$ cat src/rtl/key_entry_buffer_if.sv
// key_entry_buffer_if: keypad handshake, entry display and FIFO drain signals
interface key_entry_buffer_if #(parameter int WIDTH = 32, parameter int DEPTH = 4);
  logic Key_ready;
  logic [4:0] Key_out;
  logic readn;
  logic [WIDTH-1:0] entry;
  logic [$clog2(WIDTH/4):0] digit_cnt;
  logic [WIDTH-1:0] fifo_dout;
  logic fifo_valid;
  logic fifo_ready;
  logic [$clog2(DEPTH):0] fifo_count;
  logic overflow;
  logic ovf_clr;
  modport master(output Key_ready, Key_out, fifo_ready, ovf_clr,
                 input readn, entry, digit_cnt, fifo_dout, fifo_valid, fifo_count, overflow);
  modport slave(input Key_ready, Key_out, fifo_ready, ovf_clr,
                output readn, entry, digit_cnt, fifo_dout, fifo_valid, fifo_count, overflow);
endinterface

$ cat src/rtl/key_entry_buffer.sv
// key_entry_buffer: builds a hex number from keypad codes and queues it on enter
module key_entry_buffer #(
  parameter int WIDTH = 32,
  parameter int DEPTH = 4,
  parameter logic [4:0] KEY_BS = 5'd16,
  parameter logic [4:0] KEY_CLR = 5'd17,
  parameter logic [4:0] KEY_ENT = 5'd18
) (
  input logic clk,
  input logic rst,
  key_entry_buffer_if.slave bus
);
  localparam int CW = $clog2(WIDTH/4) + 1;
  localparam int PW = $clog2(DEPTH);
  localparam logic [CW-1:0] MAXD = CW'(WIDTH/4);
  localparam logic [PW:0] FULL = (PW+1)'(DEPTH);
  localparam logic [1:0] IDLE = 2'd0, ACK = 2'd1, WAIT = 2'd2;
  logic [1:0] state;
  logic [4:0] key_r;
  logic readn;
  logic [WIDTH-1:0] entry;
  logic [CW-1:0] cnt;
  logic [WIDTH-1:0] mem [DEPTH];
  logic [PW-1:0] wr_ptr, rd_ptr;
  logic [PW:0] count;
  logic ovf;
  logic act, take, pop, push_ok, do_ent, push;
  assign take = state == IDLE && bus.Key_ready;
  assign act = state == ACK;
  assign pop = count != 0 && bus.fifo_ready;
  assign push_ok = count != FULL || pop;
  assign do_ent = act && key_r == KEY_ENT && cnt != 0;
  assign push = do_ent && push_ok;
  always_ff @(posedge clk or posedge rst) begin
    if (rst) begin
      state <= IDLE;
      readn <= 1'b1;
      key_r <= '0;
    end else begin
      state <= take ? ACK : act ? WAIT : (state == WAIT && bus.Key_ready) ? WAIT : IDLE;
      readn <= !take;
      if (take) key_r <= bus.Key_out;
    end
  end
  // digits enter at the low nibble; a full entry drops its most significant digit
  always_ff @(posedge clk or posedge rst) begin
    if (rst) begin
      entry <= '0;
      cnt <= '0;
    end else if (act) begin
      if (!key_r[4]) begin
        entry <= {entry[WIDTH-5:0], key_r[3:0]};
        cnt <= cnt == MAXD ? cnt : cnt + 1'b1;
      end else if (key_r == KEY_BS && cnt != 0) begin
        entry <= entry >> 4;
        cnt <= cnt - 1'b1;
      end else if (key_r == KEY_CLR || push) begin
        entry <= '0;
        cnt <= '0;
      end
    end
  end
  always_ff @(posedge clk) begin
    if (push) mem[wr_ptr] <= entry;
  end
  always_ff @(posedge clk or posedge rst) begin
    if (rst) begin
      wr_ptr <= '0;
      rd_ptr <= '0;
      count <= '0;
      ovf <= 1'b0;
    end else begin
      if (push) wr_ptr <= wr_ptr + 1'b1;
      if (pop) rd_ptr <= rd_ptr + 1'b1;
      count <= (push && !pop) ? count + 1'b1 : (pop && !push) ? count - 1'b1 : count;
      ovf <= bus.ovf_clr ? 1'b0 : (do_ent && !push_ok) ? 1'b1 : ovf;
    end
  end
  assign bus.readn = readn;
  assign bus.entry = entry;
  assign bus.digit_cnt = cnt;
  assign bus.fifo_dout = mem[rd_ptr];
  assign bus.fifo_valid = count != 0;
  assign bus.fifo_count = count;
  assign bus.overflow = ovf;
endmodule

$ cat src/flat_wrapper.sv
// flat-port wrapper written by rule: the top's interface ports become plain ports
module key_entry_buffer_flat 
#(
  parameter int WIDTH = 32,
  parameter int DEPTH = 4,
  parameter logic [4:0] KEY_BS = 5'd16,
  parameter logic [4:0] KEY_CLR = 5'd17,
  parameter logic [4:0] KEY_ENT = 5'd18
)
  (clk, rst, bus_Key_ready, bus_Key_out, bus_fifo_ready, bus_ovf_clr, bus_readn, bus_entry, bus_digit_cnt, bus_fifo_dout, bus_fifo_valid, bus_fifo_count, bus_overflow);
  key_entry_buffer_if #(.WIDTH(WIDTH), .DEPTH(DEPTH)) bus_i ();
  input logic clk;
  input logic rst;
  input wire logic [$bits(bus_i.Key_ready)-1:0] bus_Key_ready;
  input wire logic [$bits(bus_i.Key_out)-1:0] bus_Key_out;
  input wire logic [$bits(bus_i.fifo_ready)-1:0] bus_fifo_ready;
  input wire logic [$bits(bus_i.ovf_clr)-1:0] bus_ovf_clr;
  output wire logic [$bits(bus_i.readn)-1:0] bus_readn;
  output wire logic [$bits(bus_i.entry)-1:0] bus_entry;
  output wire logic [$bits(bus_i.digit_cnt)-1:0] bus_digit_cnt;
  output wire logic [$bits(bus_i.fifo_dout)-1:0] bus_fifo_dout;
  output wire logic [$bits(bus_i.fifo_valid)-1:0] bus_fifo_valid;
  output wire logic [$bits(bus_i.fifo_count)-1:0] bus_fifo_count;
  output wire logic [$bits(bus_i.overflow)-1:0] bus_overflow;
  assign bus_i.Key_ready = bus_Key_ready;
  assign bus_i.Key_out = bus_Key_out;
  assign bus_i.fifo_ready = bus_fifo_ready;
  assign bus_i.ovf_clr = bus_ovf_clr;
  assign bus_readn = bus_i.readn;
  assign bus_entry = bus_i.entry;
  assign bus_digit_cnt = bus_i.digit_cnt;
  assign bus_fifo_dout = bus_i.fifo_dout;
  assign bus_fifo_valid = bus_i.fifo_valid;
  assign bus_fifo_count = bus_i.fifo_count;
  assign bus_overflow = bus_i.overflow;
  key_entry_buffer #(.WIDTH(WIDTH), .DEPTH(DEPTH), .KEY_BS(KEY_BS), .KEY_CLR(KEY_CLR), .KEY_ENT(KEY_ENT)) u_core (.clk(clk), .rst(rst), .bus(bus_i));
endmodule
$ cat config.mk
export PLATFORM = sky130hd
export DESIGN_NAME = key_entry_buffer_flat
export DESIGN_NICKNAME = d
export VERILOG_FILES = /design/src/rtl/key_entry_buffer_if.sv /design/src/rtl/key_entry_buffer.sv /design/src/flat_wrapper.sv
export SDC_FILE = /design/constraint.sdc
export NUM_CORES = 1
export LEC_CHECK = 0
export ABC_AREA = 1
export CORE_ASPECT_RATIO = 0.75
export CORE_MARGIN = 3
export CORE_UTILIZATION = 31
export CTS_CLUSTER_SIZE = 25
export DETAILED_ROUTE_END_ITERATION = 6
export GPL_ROUTABILITY_DRIVEN = 0
export GPL_TIMING_DRIVEN = 0
export SLEW_MARGIN = 20
export SYNTH_ARGS = -nofsm -noshare
export SYNTH_HDL_FRONTEND = slang
export SYNTH_SLANG_ARGS = --single-unit
$ cat constraint.sdc
create_clock -name clk -period 6.14 [get_ports clk]
set_input_delay 1.228 -clock clk [delete_from_list [all_inputs] [get_ports clk]]
set_output_delay 1.228 -clock clk [all_outputs]
set_load 0.1 [all_outputs]
# == Word level (Yosys, flattened, before mapping) ==
# Memories as Yosys holds them, arrays and structs flattened.
# Index checks and enable logic that the tools add are counted.
# word_totals
register_bits,52
latchBits,0
ram_bits,128
rom_bits,0
output_inout_bits,74
mem_count,1
# classes
n_addsub,6
n_mul,0
div_mod_pow,0
order_cmp,0
eq_ne,9
n_shift,0
mux,16
bitwise_logic,0
reduce_logical,23
# mem_list
name,depth,width,rd,rd_ports_with_merged_regs,wr,line_no,source
u_core.mem,4,32,1,0,1,key_entry_buffer.sv:23,logic [WIDTH-1:0] mem [DEPTH];
# ops
op,n
2-to-1 mux 32 bit,3
2-to-1 mux 4 bit,4
equality test 5 bit (second input constant),3
logical AND 1 bit,10
2-to-1 mux 2 bit,3
2-to-1 mux 3 bit,2
inequality test 3 bit (second input constant),2
adder 2 x 1 -> 2 bit (second input constant),2
adder 4 x 1 -> 4 bit (second input constant),1
equality test 4 bit (second input constant),1
logical NOT 1 bit,4
2-to-1 mux 1 bit,4
nonzero test 2 bit,2
nonzero test 4 bit,1
subtractor 4 x 1 -> 4 bit (second input constant),1
adder 3 x 1 -> 3 bit (second input constant),1
AND reduction 3 bit,1
nonzero test 3 bit,1
subtractor 3 x 1 -> 3 bit (second input constant),1
equality test 2 x 1 -> 1 bit (second input constant),1
equality test 2 bit (second input constant),1
logical NOT 2 bit,1
logical OR 1 bit,2
inequality test 2 x 1 -> 1 bit (second input constant),1
AND reduction 2 bit,1

# == Depth between registers and ports, before layout ==
# Gate-level depths: netlist (run 1).
# logic_depth
depth_word,8
depth_mapped,13

# == Worst setup path before layout (run 1) ==
# Ideal clock, no wire load.
# synth_path
path_kind,reg-to-output
startpoint,register u_core.rd_ptr[0]
endpoint,output bus_fifo_dout[10]
arrival_time_ns,2.575
t_required_ns,4.912
path_slack_ns,2.337
stages_incl_launch_ff,7
n_path_buf,3
cell_sequence,dfrtp_1 -> clkbuf_1 -> inv_1 -> buf_2 -> clkbuf_1 -> o21ai_0 -> o22ai_1
# synth_between
elab_chain_len,1
# synth_rtl
element,line_no,source
start: declaration,key_entry_buffer.sv:24,"logic [PW-1:0] wr_ptr, rd_ptr;"
start signal: assignment,key_entry_buffer.sv:74,if (pop) rd_ptr <= rd_ptr + 1'b1;
memory (4 x 32 bit),--,
end: declaration,flat_wrapper.sv:21,output wire logic [$bits(bus_i.fifo_dout)-1:0] bus_fifo_dout;
# Every way passes these cells.

# == Final worst setup path (run 1) ==
# layout_path
startpoint,register u_core.rd_ptr[0]
endpoint,output bus_fifo_dout[1]
# The elaborated chain is that of the path after synthesis.

==> results.md, run 1 <==
* # hold bufs at CTS at 0
* Initial antenna violation count at 0
* Slew Limit Fails at 0
* Most instantiated library cell after synthesis: edfxtp_1
* Post-cts resize count at 0
* Final layout net count at 784
* Main synth FF type: edfxtp_1
* Synth cell count leaders: edfxtp_1 (128), nand2_1 (112), o21ai_0 (86), nor2_1 (81), dfrtp_1 (51)
* Die Wd at 185 µm
* Post-Synth Simple-Gate Area at 13.4%
* CP arrival at 3510 ps
* Synth top area share at 51.5%
* Htree depth at 4
* Starting density of the core at 32.0%
* Core area at 23300 µm²
* Setup CP Type: flop to primary output
* Largest area contributor in the netlist: edfxtp_1
* Peak Freq at 0.211 GHz
* CP Data Required Time at 4910 ps
* Worst hold path type: flop to flop
* RSZ-0062 raised after global routing: no
* Diodes inserted at 0
* CP Max Fanout at 10
* CTS tree: yes
* Vias in the first global route at 5127
* Chip Height at 140 µm
* Io pins at 84
* Post-CTS setup buffer count at 0
* Worst setup EP type: primary output
* Final TNS setup at 0 ps
* Worst Skew at 12.7 ps
* Port buffer count at 83
* Vias/cell at 4.90
* Synth Area in XOR/XNOR at 0.705%
* Site Rows at 48
* Vias at 5278
* Mapped Cells at 659
* Cell Area, Synth at 7460 µm²
* Fillers at 2215
* Synth cell types at 28
* Seq cells post-synth at 180
* Minimum clock period at 4730 ps
* Worst-Skew Late Latency at 440 ps
* Die area at 26000 µm²
* Mux cell area share after synthesis at 0.151%
* Max cap viols at 0
* DRC errors left at 0
* Synth warn at 0
* Synth area leaders: edfxtp_1 (52%), dfrtp_1 (17%), o21ai_0 (5.8%)
* CTS sink cnt at 180
* Crit start category: flop
* Synth Area in Compound Gates at 10.4%
* Period utilization at 77.1%
* Grt ovf at 0
* Final hold vios at 0
* Global-route wire length before repair at 29.6 mm
* Final wirelength at 18.7 mm
* Adder-Cell Fraction of Synth Area at 1.61%
* CTS Buf Count at 17
* Sequential share of the synthesized area at 69.0%
* Largest net degree at the start of global routing at 53
* Synthesized net count at 678
* Antenna-violating nets left at 0
* Largest family of logic cells by synthesized area: simple AND/OR/NAND/NOR gates
* Setup violators final at 0
* First-pass DRT Iterations at 5
* Total track usage at 14.9%
* Root Driver: clkbuf_16
* Worst-path clk slew at 70 ps
* Status: completed
* Worst-margin pin slew at 1030 ps
* DRT iter0 DRCs at 451
* Post-synth ARST share at 28.9%
* Synthesized area per cell at 11.3 µm²
* Post-synth EDFFs at 128
* Area growth syn-to-layout at 26.0%
* WL per Instance at 17.4 µm
* HPWL after DPL at 12.8 mm
* CTS max path bufs at 2
* Layout cells sized above 1 at 7.84%
* Slew headroom at 31.3%
==> placed cells by master, fill, tap and decap left out, types with 4 or more instances in the layout <==
cell,n
nor2_1,77
xor2_1,5
nand2_1,112
edfxtp_1,128
nand3_1,34
buf_2,4
clkbuf_16,17
ha_1,8
dfrtp_1,51
clkdlybuf4s50_1,83
clkbuf_1,27
nor2_4,5
o21ai_0,86
nand4_1,6
o22ai_1,48
inv_1,44
==> kinds of logic after synthesis <==
group                      after synthesis
adders and majority gates                9
muxes                                    1
xor gates and xnor gates                 6
DFF                                    180
AOI/OAI and AO/OA                      140
and+or+nand+nor                        239
buffers and inverters                   84
==> flip-flops by register name (all words and copies together) (netlist names) <==
signal                 cells
u_core.mem               128
u_core.bus.entry          32
u_core.key_r               5
u_core.bus.digit_cnt       4
u_core.bus.fifo_count      3
u_core.rd_ptr              2
u_core.state               2
u_core.wr_ptr              2
u_core.bus.overflow        1
u_core.bus.readn           1
==> critical path: stages (launching register included) <==
cell and delay (ps):
dfrtp_1 410, clkbuf_1 240, inv_1 120, buf_2 240, clkbuf_1 450, nor2_1 80, o22ai_1 320, clkdlybuf4s50_1 1200
==> area by class of cell <==
type                       instances  area (µm²)  area share [%]
timing repair buffer              87         918            9.77
inverter                          47         179            1.90
clock buffer                      17         425            4.53
clock inverter                    15         189            2.01
tap                              300         375            3.99
multi-input combinational        395        1990            21.2
buffer                            37         178            1.89
sequential                       180        5150            54.8
==> through the flow <==
stage	instance area, µm²	std cells	util, %	hold WS, ps	setup slack, ps
floorplan	7460	659	-	495	2340
global placement	8660	1042	37.2	510	1080
detailed placement	8780	1046	37.7	508	1800
CTS	9400	1078	40.3	531	1340
global route	9400	1078	40.3	602	1240
finish	9400	1078	40.3	529	1410
==> layer usage <==
layer	track usage [%]	vias up	wire length, µm
met5	0	-	0
met4	3.16	0	172
met3	4.72	13	1200
met2	21.9	183	8280
met1	21.8	2571	9080
li1	-	2511	-
==> path summary, 6_finish.rpt <==
path	from	endpoint	slack (ps)	cells past startpoint
max	u_core.rd_ptr[0]	bus_fifo_dout[1]	1410	7
min	u_core.bus.overflow	u_core.bus.overflow	530	2
max reg2reg	u_core.bus.digit_cnt[1]	u_core.bus.fifo_count[2]	3580	13
min reg2reg	u_core.bus.overflow	u_core.bus.overflow	530	2
max in group asynchronous	rst	u_core.bus.fifo_count[0]	4440	2
min in group asynchronous	rst	u_core.state[0]	1220	2
Power of run 1 is left out: the tool's default activity adds up to more than one toggle a clock period on the data nets, which glitch-free logic cannot reach.
==> run 2, diff against run 1 <==
Clock period 6.14 ns to 4.45 ns, I/O delays scaled along.
==> run 2 against run 1 <==
Effect of this change: non-clock buffer count unchanged; critical path depth unchanged; routed wire length increased by 0.30%; register-to-register slack got worse by 1700 ps; sequential share of layout area decreased by 0.24 points; critical endpoint is now bus_fifo_dout[8]; largest cell class unchanged.
==> results.md, run 2 (synthesis gave the netlist of run 1 again) <==
* Chip Height at 140 µm (unchanged)
* CTS sink cnt at 180 (unchanged)
* RSZ-0062 raised after global routing: no
* Hold Path Origin: u_core.bus.overflow
* Status: completed
* Antenna-violating nets left at 0 (unchanged)
* Commonest cells after routing, fill and taps aside: edfxtp_1 (128), nand2_1 (112), o21ai_0 (86)
* Peak Freq at 0.235 GHz
* Setup crit start: u_core.rd_ptr[0]
* CP arrival at 3360 ps (-150 ps)
* Vias at 5278 (unchanged)
* Die area at 26000 µm² (unchanged)
* Max cap viols at 0 (unchanged)
* Largest regs: u_core.mem (128), u_core.bus.entry (32), u_core.key_r (5)
* M2 GR Usage at 21.9% (unchanged)
* Reg with most FFs: u_core.mem
* Root Driver: clkbuf_16
* Vias in the first global route at 5127 (unchanged)
* Die Wd at 185 µm (unchanged)
* CP Max Fanout at 10 (unchanged)
* Io pins at 84 (unchanged)
* Fin Hold WS at 528 ps (-1.10 ps)
* WL per Instance at 17.4 µm (+0.30%)
* M1 GR Usage at 21.8% (unchanged)
* Core area at 23300 µm² (unchanged)
* DRC errors left at 0 (unchanged)
* Period utilization at 95.6%
* Final wirelength at 18.8 mm (+0.30%)
* Max reg flops at 128 (unchanged)
* Crit path top cell by count: clkbuf_1
* Worst hold path type: flop to flop
* Minimum clock period at 4250 ps
* Diodes inserted at 0 (unchanged)
* Largest net degree at the start of global routing at 53 (unchanged)
* Htree depth at 4 (unchanged)
* Initial antenna violation count at 0 (unchanged)
* Area growth syn-to-layout at 26.6%
* Worst-path clk slew at 70 ps (about the same)
* Fillers at 2219 (+0.18%)
* First-pass DRT Iterations at 4 (-1)
* Commonest non-fill, non-tap cell in the layout: edfxtp_1
* Starting density of the core at 32.0% (unchanged)
* Worst-margin pin slew at 1030 ps (-0.411 ps)
* DRT iter0 DRCs at 438 (-2.9%)
* Busiest grt layer: met2
* Final layout net count at 784 (unchanged)
* Placement-stage worst setup slack at 449 ps (-1350 ps)
* # hold bufs at CTS at 0 (unchanged)
* M3 GR Usage at 4.72% (unchanged)
* Critical-path top delay cell: clkdlybuf4s50_1
* Setup CP Type: flop to primary output
* CTS Buf Count at 17 (unchanged)
* Global-route wire length before repair at 29.6 mm (unchanged)
* Multi-input logic area at 1990 µm² (unchanged)
* Total track usage at 14.9% (unchanged)
* Final hold vios at 0 (unchanged)
* Port buffer count at 83 (unchanged)
* FF/Latch Area at 5150 µm² (unchanged)
* Layout cells sized above 1 at 7.84% (unchanged)
* Vias/cell at 4.90 (unchanged)
* Slew headroom at 31.3% (about the same)
* Site Rows at 48 (unchanged)
* Worst Skew at 10.7 ps (-1.95 ps)
* Setup violators final at 0 (unchanged)
* Crit path cell chain: clkbuf_1 -> inv_1 -> buf_2 -> clkbuf_1 -> o21ai_0 -> o22ai_1 -> clkdlybuf4s50_1
* CP Data Required Time at 3560 ps (-1350 ps)
* Utilization after layout at 40.5% (+0.18 points)
* Worst-Skew Late Latency at 440 ps (about the same)
* HPWL after DPL at 12.8 mm (unchanged)
* Reg-to-Reg Start: u_core.bus.digit_cnt[1]
* Crit start category: flop
* Slew Limit Fails at 0 (unchanged)
* Max incr delay on CP at 1160 ps (-40 ps)
* CTS max path bufs at 2 (unchanged)
* Worst setup EP type: primary output
* Grt ovf at 0 (unchanged)
* Fin worst setup slack at 198 ps (-1210 ps)
* CTS tree: yes
## run 2: changes by cell type in the layout (fill, tap and decap cells not counted), sizes merged
cell           before  now
clkdlybuf4s50      83   65
dlygate4sd2         0    1
dlymetal6s2s        0   17
## run 2: worst max-delay path: cells and delay by family (launching register included)
family	cells	cell delay, ps
buffers and inverters	5	2180
DFF	1	410
AOI/OAI and AO/OA	2	330
## run 2: timing repair
action                     in CTS  in global routing
resized for setup               1                 17
setup endpoints to repair       1                 17
setup buffers                   0                  0
## run 2: layer usage
layer	up-vias	wire length, µm
met5	-	0
met4	0	175
met3	12	1210
met2	181	8330
met1	2571	9070
li1	2514	-
## run 2: cell type report
cell class                      count  area share (%)
Timing Repair Buffer               87            10.2
Clock buffer                       17            4.51
Inverter                           47            1.90
Tap cell                          300            3.98
Buffer                             37            1.88
Clock inverter                     15            2.00
Sequential cell                   180            54.5
Multi-Input combinational cell    395            21.1
## run 2: final timing paths
check	slack (ps)	cells past startpoint	endpoint
max	200	7	bus_fifo_dout[8]
min	530	2	u_core.bus.overflow
max reg2reg	1880	13	u_core.bus.fifo_count[2]
min reg2reg	530	2	u_core.bus.overflow
max in group asynchronous	3100	2	u_core.bus.fifo_count[0]
min in group asynchronous	890	2	u_core.state[0]
## run 2: per-stage QoR
step / cells / instance area (µm²) / TNS [ps]
finish: 1078 / 9440 / 0
global route: 1078 / 9440 / 0
CTS: 1078 / 9400 / 0
detailed placement: 1046 / 8780 / 0
global placement: 1042 / 8660 / -23260
floorplan: 659 / 7460 / 0
Power of run 2 is left out for the same reason.
==> run 3, diff against run 2 <==
Settings changed: CORE_ASPECT_RATIO 0.75 to not set.
==> run 3 against run 2 <==
Effect of this change: die area is essentially flat; routed wire length is 3.4% lower; register-to-register slack is essentially flat; final area rose by 0.66%; via count down 2.9%; worst setup slack got worse by 20 ps; global-route usage decreased by 0.80 points; cell count up 1.8%; first-iteration DRC count fell by 16%; clock-buffer cell count increased by 1; utilization fell by 0.15 points; largest cell class unchanged.
==> results.md, run 3 (synthesis gave the netlist of run 1 again) <==
* Max cap viols at 0 (unchanged)
* CP Max Fanout at 10 (unchanged)
* WP buf/inv at 5 (unchanged)
* Port buffer count at 83 (unchanged)
* Die area at 26000 µm² (about the same)
* Final hold vios at 0 (unchanged)
* Hold-critical path endpoint: u_core.bus.overflow
* CTS sink cnt at 180 (unchanged)
* Vias/cell at 4.67 (-4.6%)
* FF/Latch Area at 5150 µm² (unchanged)
* Diodes inserted at 0 (unchanged)
* Hold Path Origin: u_core.bus.overflow
* Worst R2R Path Depth at 13 (unchanged)
* Worst hold path type: flop to flop
* Reg with most FFs: u_core.mem
* Vias in the first global route at 5056 (-1.4%)
* Worst setup EP type: primary output
* Io pins at 84 (unchanged)
* CTS max path bufs at 2 (unchanged)
* Worst-margin pin slew at 1020 ps (-5.74 ps)
* Max reg flops at 128 (unchanged)
* HPWL after DPL at 12.6 mm (-1.8%)
* Placed cell count at 1065 (+1.8%)
* Finished Layout Cells at 1097 (+1.8%)
* First-pass DRT Iterations at 5 (+1)
* Status: completed
* # hold bufs at CTS at 0 (unchanged)
* Antenna-violating nets left at 0 (unchanged)
* Crit path top cell by count: clkbuf_1
* Worst-path clk slew at 60 ps (about the same)
* Crit path cell chain: clkbuf_1 -> inv_1 -> buf_2 -> clkbuf_1 -> nor2_1 -> o22ai_1 -> clkdlybuf4s50_1
* Critical path's top delay family: buffers and inverters
* Commonest non-fill, non-tap cell in the layout: edfxtp_1
* Flop-to-flop setup slack at 1890 ps (about the same)
* Layout cells sized above 1 at 7.84% (unchanged)
* Htree depth at 4 (unchanged)
* CTS Buf Count at 17 (unchanged)
* Total track usage at 14.1% (-0.80 points)
* Setup CP Type: flop to primary output
* Final wirelength at 18.1 mm (-3.4%)
* Final layout net count at 784 (unchanged)
* WL per Instance at 16.5 µm (-5.1%)
* Chip Height at 161 µm (+15%)
* Fillers at 2308 (+4.0%)
* Vias at 5124 (-2.9%)
* Largest regs: u_core.mem (128), u_core.bus.entry (32), u_core.key_r (5)
* Slew Limit Fails at 0 (unchanged)
* Setup violators final at 0 (unchanged)
* Period utilization at 96.0% (+0.46 points)
* Minimum clock period at 4270 ps (+20.3 ps)
* CTS tree: yes
* Commonest cells after routing, fill and taps aside: edfxtp_1 (128), nand2_1 (112), o21ai_0 (86)
* Largest net degree at the start of global routing at 53 (unchanged)
* Global-route wire length before repair at 28.4 mm (-4.1%)
* Area growth syn-to-layout at 27.4%
* Multi-input logic area at 1990 µm² (unchanged)
* Reg-to-Reg Start: u_core.bus.digit_cnt[0]
* Peak Freq at 0.234 GHz (-0.48%)
* Slew headroom at 31.7% (+0.38 points)
* Reg-to-reg endpoint: u_core.bus.fifo_count[2]
* DRC errors left at 0 (unchanged)
* Grt ovf at 0 (unchanged)
* Critical-path top delay cell: clkdlybuf4s50_1
* CP arrival at 3380 ps (+20 ps)
* Starting density of the core at 31.7% (-0.33 points)
* Max incr delay on CP at 1160 ps (about the same)
* Utilization after layout at 40.4% (-0.15 points)
* Root Driver: clkbuf_16
* Initial antenna violation count at 0 (unchanged)
* DRT iter0 DRCs at 367 (-16%)
* Site Rows at 56 (+17%)
* Worst-Skew Late Latency at 430 ps (about the same)
* Crit start category: flop
* Hold path depth at 2 (unchanged)
* Worst Skew at 10.9 ps (+0.170 ps)
* CP Data Required Time at 3560 ps (about the same)
* Core area at 23500 µm² (+1.0%)
* Die Wd at 161 µm (-13%)
==> run 3: worst max-delay path by stage <==
stage,start,end,depth (start not counted)
2_1_floorplan,u_core.bus.digit_cnt[0],u_core.mem[0][0],7
3_3_place_gp,bus_fifo_ready,u_core.mem[3][15],5
3_5_place_dp,u_core.rd_ptr[0],bus_fifo_dout[30],7
4_1_cts,u_core.rd_ptr[0],bus_fifo_dout[30],7
5_1_grt,u_core.rd_ptr[0],bus_fifo_dout[7],7
6_report,u_core.rd_ptr[0],bus_fifo_dout[4],7
==> run 3: repair_timing <==
action                     in CTS  in global routing
setup buffers                   0                  0
gates resized for setup         0                 18
hold endpoints to repair        0                  0
setup endpoints to repair       0                 18
==> run 3: through the flow <==
step           setup slack [ps]  area, µm²  hold slack, ps  TNS (ps)
2_1_floorplan               787       7460             495         0
3_3_place_gp               -344       8690             517    -29760
3_5_place_dp                496       8830             503         0
4_1_cts                    23.9       9460             523         0
5_1_grt                   -7.99       9500             568     -12.1
6_report                    177       9500             511         0
==> run 3: tightest hold or removal path, delay by kind of cell, from the launching register on <==
kind | cells | cell delay [ps]
AND/OR/NAND/NOR | 1 | 70
AO/OA/AOI/OAI | 1 | 50
flip-flops | 1 | 350
==> run 3: area by class of cell <==
type | count | area share (%)
Tap cell | 319 | 4.20
Clock inverter | 14 | 2.08
Multi-Input combinational cell | 395 | 20.9
Inverter | 47 | 1.88
Sequential cell | 180 | 54.2
Clock buffer | 18 | 4.52
Buffer | 37 | 1.87
Timing Repair Buffer | 87 | 10.4
==> run 3: layer usage <==
layer  vias to the layer above  GRT usage, %  part of all wire, %
met5                         -             0                    0
met4                         0          3.83                  1.4
met3                        15          3.26                  5.0
met2                       160          23.6                   48
met1                      2427          18.7                   45
li1                       2522             -                    -
Power of run 3 is left out for the same reason.
==> patch, RTL diff (settings of run 3) <==
`WIDTH` is set to 32 in 3 places; all go to 16.
--- a/src/rtl/key_entry_buffer_if.sv
+++ b/src/rtl/key_entry_buffer_if.sv
@@ -1,3 +1,3 @@
 // key_entry_buffer_if: keypad handshake, entry display and FIFO drain signals
-interface key_entry_buffer_if #(parameter int WIDTH = 32, parameter int DEPTH = 4);
+interface key_entry_buffer_if #(parameter int WIDTH = 16, parameter int DEPTH = 4);
   logic Key_ready;
--- a/src/rtl/key_entry_buffer.sv
+++ b/src/rtl/key_entry_buffer.sv
@@ -2,3 +2,3 @@
 module key_entry_buffer #(
-  parameter int WIDTH = 32,
+  parameter int WIDTH = 16,
   parameter int DEPTH = 4,
--- a/src/flat_wrapper.sv
+++ b/src/flat_wrapper.sv
@@ -3,3 +3,3 @@
 #(
-  parameter int WIDTH = 32,
+  parameter int WIDTH = 16,
   parameter int DEPTH = 4,
Ports: changed (resized bus_digit_cnt, bus_entry and bus_fifo_dout); port bits go from 84 to 51. No check against the original RTL was run, so the function may have changed too.
==> patch against run 3 <==
Design area fell by 45%; routed wire length shrank 48%; core utilization up 0.33 points; critical path depth decreased by 2; worst hold slack improved by 0.014 ns; sequential share of layout area is 0.96 points lower; register-to-register slack better by 0.22 ns; fmax increased by 10%; worst setup slack better by 0.40 ns; sequential cell count down 81; synthesized area is 44% lower; critical path type unchanged.
Power is left out: the tool's default activity adds up to more than one toggle a clock period on the data nets, which glitch-free logic cannot reach.
==> patch: results (changes against run 3) <==
INFO  metric cts_buffers = 9 (-8)
INFO  metric placement.io_buffers = 50 (-40%)
INFO  metric grt_first_pass_wirelength = 15400 um (-46%)
INFO  metric antenna_cells_inserted = 0 (unchanged)
INFO  metric status = complete, no violations
INFO  metric drt-vias-per-instance = 4.73 (+1.3%)
INFO  metric ys_top_cells_by_count = 64 x sky130_fd_sc_hd__edfxtp_1, 43 x sky130_fd_sc_hd__nand2_1, 42 x sky130_fd_sc_hd__nor2_1
INFO  metric detail_route.iter0.violations = 235 (-36%)
INFO  metric worst_hold_slack = 0.525 ns (+0.0143 ns)
INFO  metric fraction_of_final_layout_cells_with_drive_strength_greater_than_1 = 15.1% (+7.3 points)
INFO  metric ctsRootBufferMaster = sky130_fd_sc_hd__clkbuf_16
INFO  metric timing.clock.skew = 0.00898 ns (-0.00192 ns)
INFO  metric drt_pass1_iterations = 4 (-1)
INFO  metric worst_skew_pair.late_latency = 0.34 ns (-0.09 ns)
INFO  metric hold_depth = 2 (unchanged)
INFO  metric max-slew-margin-rel = 34.4% (+2.7 points)
INFO  metric num-fill-cells = 1244 (-46%)
INFO  metric grt_max_degree = 36 (-32%)
INFO  metric final_nets = 430 (-45%)
INFO  metric finalWirelength = 9420 um (-48%)
INFO  metric post_cts_resized = 0 (unchanged)
INFO  metric ys_seq_area_share = 66.9% (-2.1 points)
INFO  metric worstReg2RegEnd = u_core.bus.fifo_count[2]
INFO  metric synth.mux.area_fraction = 0.269% (+0.12 points)
INFO  metric synth_adder_area_share = 2.87% (+1.3 points)
INFO  metric synth_fp_nets = 365 (-46%)
INFO  metric largest_registers = u_core.mem x64, u_core.bus.entry x16, u_core.key_r x5
INFO  metric grt_use_total = 13.6% (-0.59 points)
INFO  metric ctsHtreeMaxLevel = 3 (-1)
INFO  metric timing.reg2reg.setup_slack = 2.11 ns (+0.22 ns)
INFO  metric post_synth_num_cell_types = 29 (+3.6%)
INFO  metric clock_pin_slew_reported_for_the_worst_setup_and_hold_paths_after_clock_tree_synthesis = 0.07 ns
INFO  metric number_of_enable_type_register_cells_in_the_synthesized_netlist = 64 (-50%)
INFO  metric synth_xor_xnor_area_share = 1.26% (+0.55 points)
INFO  metric crit_fanout = 10 (unchanged)
INFO  metric timing.critical_path.to = bus_fifo_dout[7]
INFO  metric worst_r2r_path_depth = 13 (unchanged)
INFO  metric hp-start = u_core.bus.overflow
INFO  metric worst_ep_arrival_time = 2.98 ns (-0.40 ns)
INFO  metric detailed_place_hpwl = 6430 um (-49%)
INFO  metric critical_path.startpoint = u_core.rd_ptr[1]
INFO  metric worstHoldEndpoint = u_core.bus.overflow
INFO  metric ys_top_cells_by_area = sky130_fd_sc_hd__edfxtp_1 46%, sky130_fd_sc_hd__dfrtp_1 20%, sky130_fd_sc_hd__o21ai_0 4.5%
INFO  metric postSynth.asyncResetShare = 35.4% (+6.5 points)
INFO  metric synth_compound_area_share = 12.8% (+2.5 points)
## patch: cell types whose count changed after synthesis, sizes merged
cell / run 3 / this run
edfxtp: 128 / 64
nand2: 113 / 50
nor2: 84 / 46
o21ai: 88 / 54
o22ai: 48 / 16
nand3: 36 / 7
inv: 46 / 24
clkbuf: 27 / 9
dfrtp: 51 / 34
a22oi: 0 / 12
buf: 10 / 5
nand4: 6 / 4
a41oi: 1 / 0
## patch: logic make-up after synthesis
kind of cell | after synthesis
fa+ha+maj | 9
compound gates | 85
xor+xnor | 6
mux | 1
flops | 99
buf+inv | 39
simple gates | 107
## patch: area by class of cell
type	count	area, um^2	area share, %
buffer	14	76.3	1.45
tap	172	215	4.09
clock buffer	9	225	4.28
sequential	99	2800	53.2
multi-input combinational	208	1220	23.2
clock inverter	7	82.6	1.57
inverter	25	95.1	1.81
timing repair buffer	54	546	10.4
## patch: metrics by stage
step | instance area (um^2) | std cells | setup WS (ns)
floorplan | 4180 | 346 | 1.19
global placement | 4900 | 568 | 0.949
detailed placement | 4950 | 572 | 0.934
CTS | 5260 | 588 | 0.532
global route | 5260 | 588 | 0.358
finish | 5260 | 588 | 0.581
## patch: metal layers
metal,part of all wire (%),global-route usage (%),vias up
met2,47,22.0,79
li1,-,-,1346
met4,1.1,3.71,0
met3,6.7,3.39,10
met1,45,18.2,1348
met5,0,0,-
## patch: critical path, cell delays in order, from the launching register on
cell and delay (ns):
sky130_fd_sc_hd__dfrtp_1 0.49, sky130_fd_sc_hd__inv_1 0.21, sky130_fd_sc_hd__clkbuf_1 0.38, sky130_fd_sc_hd__o21ai_0 0.19, sky130_fd_sc_hd__o22ai_1 0.20, sky130_fd_sc_hd__clkdlybuf4s50_1 1.18
